### src/rtl/pc_fetch_ctrl.sv
// pc_fetch_ctrl
//   Sequences the program counter and the single-outstanding instruction-fetch handshake.
//   Two-state FSM: FETCH issues a request at PC_Out and waits for IMem_Ack (bounded by
//   MAX_WAIT cycles), EXEC presents the fetched PC to the datapath until the next PC is
//   chosen (trap, stall, branch, misaligned branch or sequential PC+4).
//
// Ports
//   CLK          in   1   system clock, rising edge
//   RST          in   1   synchronous, active-high reset
//   Stall        in   1   hold the current instruction in EXEC
//   Br_Taken     in   1   redirect request, sampled in EXEC
//   Br_Target    in   32  redirect target address
//   Trap         in   1   exception request, sampled in EXEC, overrides Stall
//   IMem_Ack     in   1   instruction memory accepted/returned the request
//   IMem_Req     out  1   fetch request, high throughout FETCH (low while RST is high)
//   IMem_Addr    out  32  fetch address, equal to PC_Out
//   PC_Out       out  32  current PC register
//   Instr_Valid  out  1   high in EXEC
//   Misaligned   out  1   one-cycle pulse: branch target had [1:0] != 0
//   Timeout      out  1   one-cycle pulse: fetch not acknowledged within MAX_WAIT cycles

module pc_fetch_ctrl #(
    parameter logic [31:0] RESET_VEC = 32'h0000_0000,
    parameter logic [31:0] TRAP_VEC  = 32'h0000_0100,
    parameter int unsigned MAX_WAIT  = 8
) (
    input  logic        CLK,
    input  logic        RST,
    input  logic        Stall,
    input  logic        Br_Taken,
    input  logic [31:0] Br_Target,
    input  logic        Trap,
    input  logic        IMem_Ack,
    output logic        IMem_Req,
    output logic [31:0] IMem_Addr,
    output logic [31:0] PC_Out,
    output logic        Instr_Valid,
    output logic        Misaligned,
    output logic        Timeout
);

    localparam int unsigned CNT_W = $clog2(MAX_WAIT + 1);

    // The counter holds the number of unacknowledged cycles already spent on this fetch;
    // the cycle in which it would reach MAX_WAIT is the timeout cycle, so it is cleared there.
    localparam logic [CNT_W-1:0] WAIT_LAST = CNT_W'(MAX_WAIT - 1);

    typedef enum logic [0:0] {
        StFetch,
        StExec
    } state_e;

    state_e           state;
    logic [CNT_W-1:0] wait_cnt;

    // Request is combinational so it drops in the reset cycle itself.
    assign IMem_Req  = (state == StFetch) && !RST;
    assign IMem_Addr = PC_Out;

    always_ff @(posedge CLK) begin
        if (RST) begin
            state       <= StFetch;
            PC_Out      <= RESET_VEC;
            wait_cnt    <= '0;
            Instr_Valid <= 1'b0;
            Misaligned  <= 1'b0;
            Timeout     <= 1'b0;
        end else begin
            // Pulses last exactly one cycle.
            Misaligned <= 1'b0;
            Timeout    <= 1'b0;

            case (state)
                StFetch: begin
                    if (IMem_Ack) begin
                        state       <= StExec;
                        Instr_Valid <= 1'b1;
                        wait_cnt    <= '0;
                    end else if (wait_cnt == WAIT_LAST) begin
                        // Give up and re-issue from the trap vector.
                        PC_Out   <= TRAP_VEC;
                        Timeout  <= 1'b1;
                        wait_cnt <= '0;
                    end else begin
                        wait_cnt <= wait_cnt + CNT_W'(1);
                    end
                end

                StExec: begin
                    if (Trap) begin
                        PC_Out      <= TRAP_VEC;
                        state       <= StFetch;
                        Instr_Valid <= 1'b0;
                    end else if (Stall) begin
                        Instr_Valid <= 1'b1;
                    end else if (Br_Taken) begin
                        if (Br_Target[1:0] == 2'b00) begin
                            PC_Out <= Br_Target;
                        end else begin
                            PC_Out     <= TRAP_VEC;
                            Misaligned <= 1'b1;
                        end
                        state       <= StFetch;
                        Instr_Valid <= 1'b0;
                    end else begin
                        // 32-bit modulo increment, wraps at the top of the address space.
                        PC_Out      <= PC_Out + 32'd4;
                        state       <= StFetch;
                        Instr_Valid <= 1'b0;
                    end
                    wait_cnt <= '0;
                end

                default: begin
                    state       <= StFetch;
                    PC_Out      <= RESET_VEC;
                    wait_cnt    <= '0;
                    Instr_Valid <= 1'b0;
                end
            endcase
        end
    end

endmodule
### config.mk
export PLATFORM = sky130hd
export DESIGN_NAME = pc_fetch_ctrl
export DESIGN_NICKNAME = d
export VERILOG_FILES = /design/src/rtl/pc_fetch_ctrl.sv
export SDC_FILE = /design/constraint.sdc
export NUM_CORES = 1
export LEC_CHECK = 0
export ABC_AREA = 1
export BUFFER_PORTS_ARGS = -buffer_cell sky130_fd_sc_hd__buf_2
export CORE_MARGIN = 8
export CORE_UTILIZATION = 50
export CTS_BUF_LIST = sky130_fd_sc_hd__clkbuf_8
export CTS_CLUSTER_SIZE = 10
export DETAILED_ROUTE_END_ITERATION = 12
export PLACE_DENSITY = 0.86
export SLEW_MARGIN = 25
export SYNTH_ARGS = -nofsm -noshare
export SYNTH_HDL_FRONTEND = slang
export SYNTH_SLANG_ARGS = --single-unit
### constraint.sdc
create_clock -name CLK -period 3.7 [get_ports CLK]
set_input_delay 1.11 -clock CLK [delete_from_list [all_inputs] [get_ports CLK]]
set_output_delay 1.11 -clock CLK [all_outputs]
set_load 0.01 [all_outputs]
* After elaboration in Yosys (flattened, before gate mapping) *
Cells that the tools add are included.

word-level totals
  flip-flop bits (word level) = 40
  input port bits = 38
  output and inout port bits = 68
  logic and storage cells = 39

operators by class
  $add $sub $neg = 2
  equal/unequal tests = 5
  muxes and demuxes = 18
  bitwise operators = 2
  reductions and logical operators = 6

operators by type and width
  kind                     number
  $mux W32                 6
  $pmux W32 S2             1
  $add A32 B3 Y32 const B  1
  $mux W4                  2
  $pmux W4 S2              1
  $mux W1                  6
  $reduce_or A5 Y1         1
  $add A4 B1 Y4 const B    1
  $eq A4 B3 Y1 const B     1
  $ne A2 B2 Y1 const B     2
  $pmux W1 S2              2
  $ne A3 B3 Y1 const B     1
  $reduce_and A3 Y1        1
  $reduce_or A3 Y1         1
  $logic_not A2 Y1         1
  $ne A2 B1 Y1 const B     1
  $not A1 Y1               2
  $logic_and A1 B1 Y1      1
  $logic_not A1 Y1         1

* Longest topological paths before layout *
Gate-level depths: netlist of run 1.

  depth in word-level cells = 6
  depth in mapped cells = 11
  gate-level depth less buffers = 10

* Worst setup path after synthesis of run 1 *
Ideal clock, no wire load.

  path type = input port to output port
  from = in RST
  to = out IMem_Req
  arrival time = 1848 ps
  data required time = 2590 ps
  path slack = 742 ps
  stages = 3
  path buffers = 2
  cell sequence = clkbuf_1 -> clkbuf_1 -> nor2_1

between the ends
  cells in the longest elaborated chain, start to end = 2

RTL lines
  item                 line  source
  start, declared      28    input logic RST,
  $logic_not A1 Y1     57    assign IMem_Req = (state == StFetch) && !RST;
  $logic_and A1 B1 Y1  57
  end, declared        34    output logic IMem_Req,

Every way passes these cells.

* Final worst setup path of run 1 *
Ends and elaborated chain as after synthesis.

==> results.md, run 1 <==
- Outcome: completed
- Antenna Nets Post-Route: 0
- Die ar.: 8700 um2
- Total track usage: 19.6%
- Final hold vios: 0
- Area grow syn2layout: 13.4%
- Final WL: 8470 um
- Row count: 28
- Vias in the first global route: 3136
- Nets: 574
- Met2 Resource Use GR: 34.0%
- Power density over cell area: 256 nW/um2
- Worst skew pair latency: 0.30 ns
- Hold_buf cts: 0
- Setup TNS: 0 ns
- Worst Skew: 0.00376 ns
- Synth cell types: 32
- Avg Vias per Cell: 5.20
- Leak pwr: 0.00148 uW
- Die height: 93.3 um
- Via count: 3174
- Register area: 801 um2
- Yosys warns: 0
- Cell Area, Synth: 2990 um2
- CTS root buffer: clkbuf_8
- Syn_area_per_cell: 6.38 um2
- Setup crit start kind: primary input
- Grt met1 use: 22.9%
- IO Pins: 106
- GRT overflow: 0
- Post_cts resized: 0
- Clock transition at path regs: 0.09 ns
- Deepest clock path buffer count: 2
- # setup viols final: 0
- Hold slack: 0.457 ns
- MaxCap Viol Count: 0
- Reg-to-Reg End: IMem_Addr[24]$_SDFFE_PP0P_
- Slew margin rel.: 50.6%
- First-pass GRT wire length: 14200 um
- Max IR drop VDD: 235 uV
- CP endpoint: IMem_Req
- Drt first pass iters: 4
- Sequential area share after synthesis: 26.8%
- Crit path DAT: 1.43 ns
- Commonest non-fill, non-tap cell in the layout: nand2_1
- Initial antenna violation count: 0
- CP startpoint: RST
- Worst path slowest cell: buf_2
- Largest net degree at the start of global routing: 46
- Pins over their slew limit: 0
- Most frequent cells in the layout: nand2_1 (134), buf_2 (105), a21oi_1 (48)
- Minimum clock period: 2.54 ns
- DRT iter0 DRCs: 223
- Gpl congestion: 0.909
- Setup bufs post-CTS: 0
- Routed len/inst: 13.9 um
- HP Class: flip-flop to flip-flop
- Diode count: 0
- Delay of the slowest critical-path stage: 0.14 ns
- Worst Tran Pin Value: 0.740 ns
- CP Class: primary input to output pin
- FF-to-FF setup slack: 1.93 ns
- Num CTS Buffers: 5
- Global Route met3 Usage: 5.37%
- Crit path capture type: output pin
- IO buf count: 105
- Crit-path max FO: 2
- Mapped Cells: 468
- Cell Chain, Critical Path: buf_2, nor2_1, buf_2
- Area of the multi-input gates: 1750 um2
- RSZ-0062 raised after global routing: no
- Chip width: 93.3 um
- Net Count, Synth: 508
- Initial core utilization: 51.1%
- CTS tree: yes
- Flip-flop and latch count after synthesis: 40
- R2R cell count: 8
- Core Footprint: 5850 um2
- Fillers: 564
- FMAX: 394 MHz
- Fin crit share: 68.5%
- Drc violations: 0
- HPWL after DPL: 6430 um
- Worst r2r src: IMem_Addr[2]$_SDFFE_PP0P_
- Clk sink count: 40
- CP required: 2.59 ns
- Layout cells sized above 1: 31.8%
- Cell mode on critical path: buf_2
- Htree depth: 2
- Most used routing layer: met2
[registers in the layout (all words and copies together) (netlist names)]
register,count
Timeout,1
Instr_Valid,1
Misaligned,1
wait_cnt,4
IMem_Addr,32
state,1
[worst min-delay path by stage]
stage	endpoint	from	cells past startpoint	slack, ns
2_1_floorplan	wait_cnt[0]$_SDFF_PP0_	wait_cnt[0]$_SDFF_PP0_	1	0.42
3_3_place_gp	wait_cnt[0]$_SDFF_PP0_	wait_cnt[0]$_SDFF_PP0_	1	0.43
3_5_place_dp	wait_cnt[0]$_SDFF_PP0_	wait_cnt[0]$_SDFF_PP0_	1	0.44
4_1_cts	wait_cnt[0]$_SDFF_PP0_	wait_cnt[0]$_SDFF_PP0_	1	0.46
5_1_grt	wait_cnt[0]$_SDFF_PP0_	wait_cnt[0]$_SDFF_PP0_	1	0.48
6_report	wait_cnt[0]$_SDFF_PP0_	wait_cnt[0]$_SDFF_PP0_	1	0.46
[metrics by stage]
step                total power [uW]  utilization (%)  cells  setup WS, ns  area (um2)
floorplan                        529                -    468         0.742        2990
global placement                 567             56.4    602          1.15        3300
detailed placement               569             56.4    602          1.08        3300
CTS                              875             57.9    610          1.16        3390
global route                     907             57.9    610          1.12        3390
finish                           868             57.9    610          1.16        3390
[synth_stat cells]
| library cell | instances | area (um2) |
|---|---|---|
| xnor2_1 | 6 | 52.6 |
| nand3_1 | 26 | 130 |
| inv_2 | 9 | 33.8 |
| nand3b_1 | 9 | 67.6 |
| nand2_2 | 6 | 37.5 |
| buf_6 | 3 | 33.8 |
| buf_4 | 32 | 240 |
| inv_1 | 20 | 75.1 |
| xor2_1 | 4 | 35.0 |
| o22ai_1 | 1 | 6.26 |
| nor2_4 | 6 | 67.6 |
| or2_4 | 1 | 8.76 |
| dfxtp_1 | 40 | 801 |
| ha_1 | 2 | 25.0 |
| a31o_2 | 1 | 8.76 |
| clkbuf_1 | 8 | 30.0 |
| nand2_1 | 134 | 503 |
| a21oi_1 | 48 | 240 |
| nor2_2 | 21 | 131 |
| nand2_4 | 2 | 22.5 |
| o21ai_1 | 8 | 40.0 |
| nand4_1 | 4 | 25.0 |
| a21oi_2 | 7 | 61.3 |
| a31oi_1 | 1 | 6.26 |
| nor2_8 | 1 | 20.0 |
| nor2_1 | 47 | 176 |
| buf_1 | 1 | 3.75 |
| nor4_1 | 1 | 6.26 |
| nor3_1 | 1 | 5.00 |
| and2_1 | 3 | 18.8 |
| buf_2 | 4 | 20.0 |
| o21ai_0 | 11 | 55.1 |
[layout make-up]
cell class	instances	area share (%)
well taps	75	2.77
repair buffers	107	15.9
inverters	29	3.21
clock inverters	3	0.701
multi-input cells	351	51.7
clock buffers	5	2.03
flip-flops and latches	40	23.6
[metal layers]
metal	up-vias	part of all wire [%]	wire (um)
met5	-	0	0
met4	0	1.5	123
met3	12	8.7	733
met2	118	49	4130
met1	1445	41	3480
li1	1599	-	-
[where the power goes]
part	leakage (uW)	total [uW]	internal, uW	switching, uW
clock network	0.0000404	309	134	175
registers	0.000323	445	437	7.83
logic	0.00112	114	42.1	72.4
[critical path, delay by kind of cell]
kind	cells	cell delay [ns]
buffers and inverters	2	0.25
and+or+nand+nor	1	0.07
[cell families after synthesis]
logic type                 Yosys count  synth area share (%)
and+or+nand+nor                    262                  40.8
adders and majority gates            2                 0.837
DFF                                 40                  26.8
AOI/OAI and AO/OA                   77                  14.0
xor gates and xnor gates            10                  2.93
buffers and inverters               77                  14.6
No activity file was read; power rests on OpenSTA's default activity.
==> inputs of run 2 (changes only) <==
==> constraint.sdc (replaced) <==
create_clock -name CLK -period 2.6 [get_ports CLK]
set_input_delay 0.78 -clock CLK [delete_from_list [all_inputs] [get_ports CLK]]
set_output_delay 0.78 -clock CLK [all_outputs]
set_load 0.01 [all_outputs]
==> run 2 against run 1 <==
  * Utilization up 0.75 points
  * Design area up 1.3%
  * Critical path type unchanged
  * Routed wire length up 1.1%
  * Largest power group unchanged
  * Total power up 55%
  * Clock power up 78%
  * Combinational power up 46%
==> results.md, run 2 (synthesis gave the netlist of run 1 again) <==
- Htree depth: 2
- Avg Vias per Cell: 5.28
- Slew margin rel.: 60.6%
- Most frequent cells in the layout: nand2_1 (134), buf_2 (105), a21oi_1 (48)
- Total track usage: 19.6%
- MaxCap Viol Count: 0
- GRT overflow: 0
- Setup bufs post-CTS: 0
- FF-to-FF setup slack: 0.83 ns
- Reg-to-Reg End: IMem_Addr[24]$_SDFFE_PP0P_
- Layout cells sized above 1: 31.9%
- Initial core utilization: 51.1%
- Setup TNS: 0 ns
- Die ar.: 8700 um2
- Vias in the first global route: 3093
- Row count: 28
- Final WL: 8560 um
- Post-Layout Inst Area: 3430 um2
- Worst r2r src: IMem_Addr[2]$_SDFFE_PP0P_
- Hold path start: wait_cnt[0]$_SDFF_PP0_
- CP required: 1.82 ns
- Final hold vios: 0
- Antenna Nets Post-Route: 0
- Pins over their slew limit: 0
- Clk sink count: 40
- Outcome: completed
- Post_cts resized: 0
- Clock transition at path regs: 0.09 ns
- Worst Skew: 0.00444 ns
- Drt first pass iters: 5
- Fin crit share: 73.2%
- Initial antenna violation count: 0
- WHS Path Cells: 1
- R2R cell count: 8
- DRT iter0 DRCs: 271
- First-pass GRT wire length: 14100 um
- Num CTS Buffers: 5
- Hold endpoint: wait_cnt[0]$_SDFF_PP0_
- Deepest clock path buffer count: 2
- CP Class: primary input to output pin
- Gpl congestion: 0.911
- Largest net degree at the start of global routing: 39
- Worst skew pair latency: 0.31 ns
- Crit path capture type: output pin
- Nets: 575
- Leak pwr: 0.00151 uW
- Hold_buf cts: 0
- CTS root buffer: clkbuf_8
- FMAX: 526 MHz
- Worst Tran Pin Value: 0.588 ns
- Commonest non-fill, non-tap cell in the layout: nand2_1
- CTS tree: yes
- # setup viols final: 0
- HPWL after DPL: 6380 um
- Area grow syn2layout: 14.9%
- Chip width: 93.3 um
- RSZ-0062 raised after global routing: no
- Max IR drop VDD: 212 uV
- Crit path DAT: 1.12 ns
- HP Class: flip-flop to flip-flop
- IO buf count: 105
- Diode count: 0
- IO Pins: 106
- Placed Area: 3320 um2
- Core Footprint: 5850 um2
- Largest register FFs: 32
- Die height: 93.3 um
- Minimum clock period: 1.90 ns
- Setup crit start kind: primary input
- Power density over cell area: 393 nW/um2
- Drc violations: 0
- Via count: 3227
- Crit-path max FO: 2
- Routed len/inst: 14.0 um
==> run 2: cell types whose count changed in the layout (fill, tap and decap cells not counted) <==
| cell | change |
|---|---|
| clkinvlp_4 | -2 |
| clkinv_4 | +1 |
| buf_12 | +1 |
| bufinv_16 | +1 |
==> run 2: routing by layer <==
metal	vias up	wire (um)	global-route usage, %
li1	1601	-	-
met5	-	0	0
met2	156	4110	33.3
met1	1452	3510	23.0
met3	18	784	5.13
met4	0	159	7.79
==> run 2: power by group <==
group          switching (uW)  internal, uW  leakage [uW]  total (uW)
combinational             103          62.8       0.00113         166
clock                     260           290     0.0000583         550
sequential               11.4           622      0.000323         633
total                     375           974       0.00151        1350
==> run 2: how the worst max path moves through the flow <==
stage	end	slack [ns]	start
final	IMem_Req	0.70	RST
after global routing	IMem_Addr[4]$_SDFFE_PP0P_	0.56	Trap
after CTS	IMem_Req	0.70	RST
after detailed placement	IMem_Addr[4]$_SDFFE_PP0P_	0.39	Trap
after global placement	IMem_Addr[4]$_SDFFE_PP0P_	0.47	Trap
after floorplan	IMem_Req	0.30	RST
==> run 2: through the flow <==
stage	hold WS, ns	instances	power, uW	utilization, %	worst slack [ns]
4_1_cts	0.474	611	1360	58.7	0.697
3_5_place_dp	0.458	603	813	56.7	0.388
5_1_grt	0.504	611	1400	58.7	0.561
3_3_place_gp	0.428	603	809	56.7	0.475
6_report	0.469	611	1350	58.7	0.697
2_1_floorplan	0.417	468	753	-	0.302
==> run 2: layout make-up <==
class,count,area [um2]
Clock buffer,5,68.8
Clock inverter,3,47.5
Tap cell,75,93.8
Sequential cell,40,801
Multi-Input combinational cell,351,1750
Fill cell,559,2420
Timing Repair Buffer,108,561
Inverter,29,109
==> run 2: worst max-delay path: stages <==
cell and delay (ns):
buf_2 0.11, nor2_1 0.09, buf_2 0.15
==> inputs of run 3 (changes only) <==
--- a/config.mk
+++ b/config.mk
@@ -8,11 +8,11 @@
 export ABC_AREA = 1
 export BUFFER_PORTS_ARGS = -buffer_cell sky130_fd_sc_hd__buf_2
 export CORE_MARGIN = 8
-export CORE_UTILIZATION = 50
+export CORE_UTILIZATION = 47
 export CTS_BUF_LIST = sky130_fd_sc_hd__clkbuf_8
 export CTS_CLUSTER_SIZE = 10
 export DETAILED_ROUTE_END_ITERATION = 12
-export PLACE_DENSITY = 0.86
+export PLACE_DENSITY = 0.85
 export SLEW_MARGIN = 25
 export SYNTH_ARGS = -nofsm -noshare
 export SYNTH_HDL_FRONTEND = slang
==> constraint.sdc (replaced) <==
create_clock -name CLK -period 1.6 [get_ports CLK]
set_input_delay 0.48 -clock CLK [delete_from_list [all_inputs] [get_ports CLK]]
set_output_delay 0.48 -clock CLK [all_outputs]
set_load 0.01 [all_outputs]
==> run 3 against run 2 <==
  * Global-route usage is 0.099 points higher
  * Clock power increased by 61%
  * Worst hold slack got worse by 0.082 ns
==> results.md, run 3 (synthesis gave the netlist of run 1 again) <==
- Pins over their slew limit: 0
- Total track usage: 19.7%
- Crit path DAT: 1.00 ns
- Hold_buf cts: 0
- Die height: 95.7 um
- HP Class: primary input to flip-flop
- # setup viols final: 0
- Hold endpoint: Misaligned$_SDFF_PP0_
- Outcome: completed
- Post-Layout Inst Area: 3680 um2
- Setup crit start kind: flip-flop
- Drt first pass iters: 4
- Drc violations: 0
- Hold path start: Trap
- CP Class: flip-flop to output pin
- HPWL after DPL: 7000 um
- Antenna Nets Post-Route: 0
- Htree depth: 2
- Final WL: 9110 um
- Largest register FFs: 32
- Slew margin rel.: 62.5%
- Via count: 3297
- Vias in the first global route: 3298
- Gpl congestion: 0.931
- MaxCap Viol Count: 0
- Worst r2r src: IMem_Addr[3]$_SDFFE_PP0P_
- First-pass GRT wire length: 14600 um
- GRT overflow: 0
- Reg-to-Reg End: IMem_Addr[23]$_SDFFE_PP0P_
- Clk sink count: 40
- Area grow syn2layout: 23.2%
- CTS tree: yes
- Routed len/inst: 14.3 um
- Max IR drop VDD: 471 uV
- Worst Tran Pin Value: 0.562 ns
- Setup bufs post-CTS: 0
- Leak pwr: 0.00165 uW
- Deepest clock path buffer count: 2
- Crit-path max FO: 5
- Clock transition at path regs: 0.09 ns
- Row count: 29
- Num CTS Buffers: 5
- CP required: 1.12 ns
- Largest net degree at the start of global routing: 31
- Chip width: 95.7 um
- Placed Area: 3520 um2
- Post_cts resized: 0
- Core Footprint: 6240 um2
- Most frequent cells in the layout: nand2_1 (134), buf_2 (105), a21oi_1 (48)
- WHS Path Cells: 2
- FMAX: 674 MHz
- Power density over cell area: 602 nW/um2
- Worst Skew: 0.00583 ns
- Diode count: 0
- Commonest non-fill, non-tap cell in the layout: nand2_1
- IO Pins: 106
- Die ar.: 9160 um2
- IO buf count: 105
- Nets: 600
- CTS root buffer: clkbuf_8
- Fillers: 605
- Initial core utilization: 47.9%
- Crit path capture type: output pin
- Fin crit share: 92.7%
- R2R cell count: 8
- Initial antenna violation count: 0
- Avg Vias per Cell: 5.17
- Final hold vios: 0
- RSZ-0062 raised after global routing: no
- FF-to-FF setup slack: 0.12 ns
- Layout cells sized above 1: 37.6%
- Worst skew pair latency: 0.30 ns
- Minimum clock period: 1.48 ns
- DRT iter0 DRCs: 209
- Overall Power: 2220 uW
-- run 3: changes by cell type in the layout (fill, tap and decap cells not counted), moves of 3 or more --
cell | before | now
buf_4 | 2 | 26
dfxtp_1 | 40 | 31
dfxtp_2 | 0 | 9
nor2_1 | 46 | 43
-- run 3: metal layers --
| metal | vias to the layer above | routed length (um) | global-route usage (%) |
|---|---|---|---|
| met2 | 134 | 4320 | 33.3 |
| met5 | - | 0 | 0 |
| li1 | 1661 | - | - |
| met1 | 1485 | 3910 | 23.8 |
| met3 | 17 | 733 | 5.07 |
| met4 | 0 | 152 | 6.91 |
-- run 3: layout make-up --
| type | instances | area, um2 | area share [%] |
|---|---|---|---|
| clock inverters | 3 | 46.3 | 1.26 |
| inverters | 29 | 109 | 2.96 |
| repair buffers | 133 | 761 | 20.7 |
| well taps | 77 | 96.3 | 2.62 |
| clock buffers | 5 | 68.8 | 1.87 |
| multi-input cells | 351 | 1790 | 48.6 |
| flip-flops and latches | 40 | 812 | 22.1 |
-- run 3: worst max-delay path, stage by stage (launching register included) --
cell,delay (ns)
dfxtp_1,0.41
buf_4,0.16
buf_2,0.13
-- run 3: how the worst max path moves through the flow --
stage | from | to | slack, ns | depth (start not counted)
detailed placement | Stall | IMem_Addr[18]$_SDFFE_PP0P_ | -0.005 | 7
global route | wait_cnt[0]$_SDFF_PP0_ | IMem_Addr[22]$_SDFFE_PP0P_ | 0.0005 | 7
floorplan | RST | IMem_Req | 0.005 | 3
CTS | IMem_Addr[3]$_SDFFE_PP0P_ | IMem_Addr[23]$_SDFFE_PP0P_ | 0.05 | 8
finish | IMem_Addr[4]$_SDFFE_PP0P_ | IMem_Addr[4] | 0.12 | 2
global placement | Stall | IMem_Addr[18]$_SDFFE_PP0P_ | 0.03 | 7
-- run 3: power breakdown --
part           internal, uW  leakage (uW)  switching (uW)
registers              1010      0.000328            13.1
clock network           471     0.0000548             415
logic                   125       0.00126             183
-- run 3: per-stage QoR --
stage	setup TNS, ns	hold WS, ns	cells	setup slack [ns]	utilization, %
6_report	0	0.388	638	0.116	59.0
3_3_place_gp	0	0.428	630	0.0322	56.4
4_1_cts	0	0.380	638	0.0479	58.2
5_1_grt	0	0.384	638	0.000484	59.0
2_1_floorplan	0	0.417	468	0.00453	-
3_5_place_dp	-0.00532	0.436	630	-0.00532	56.4
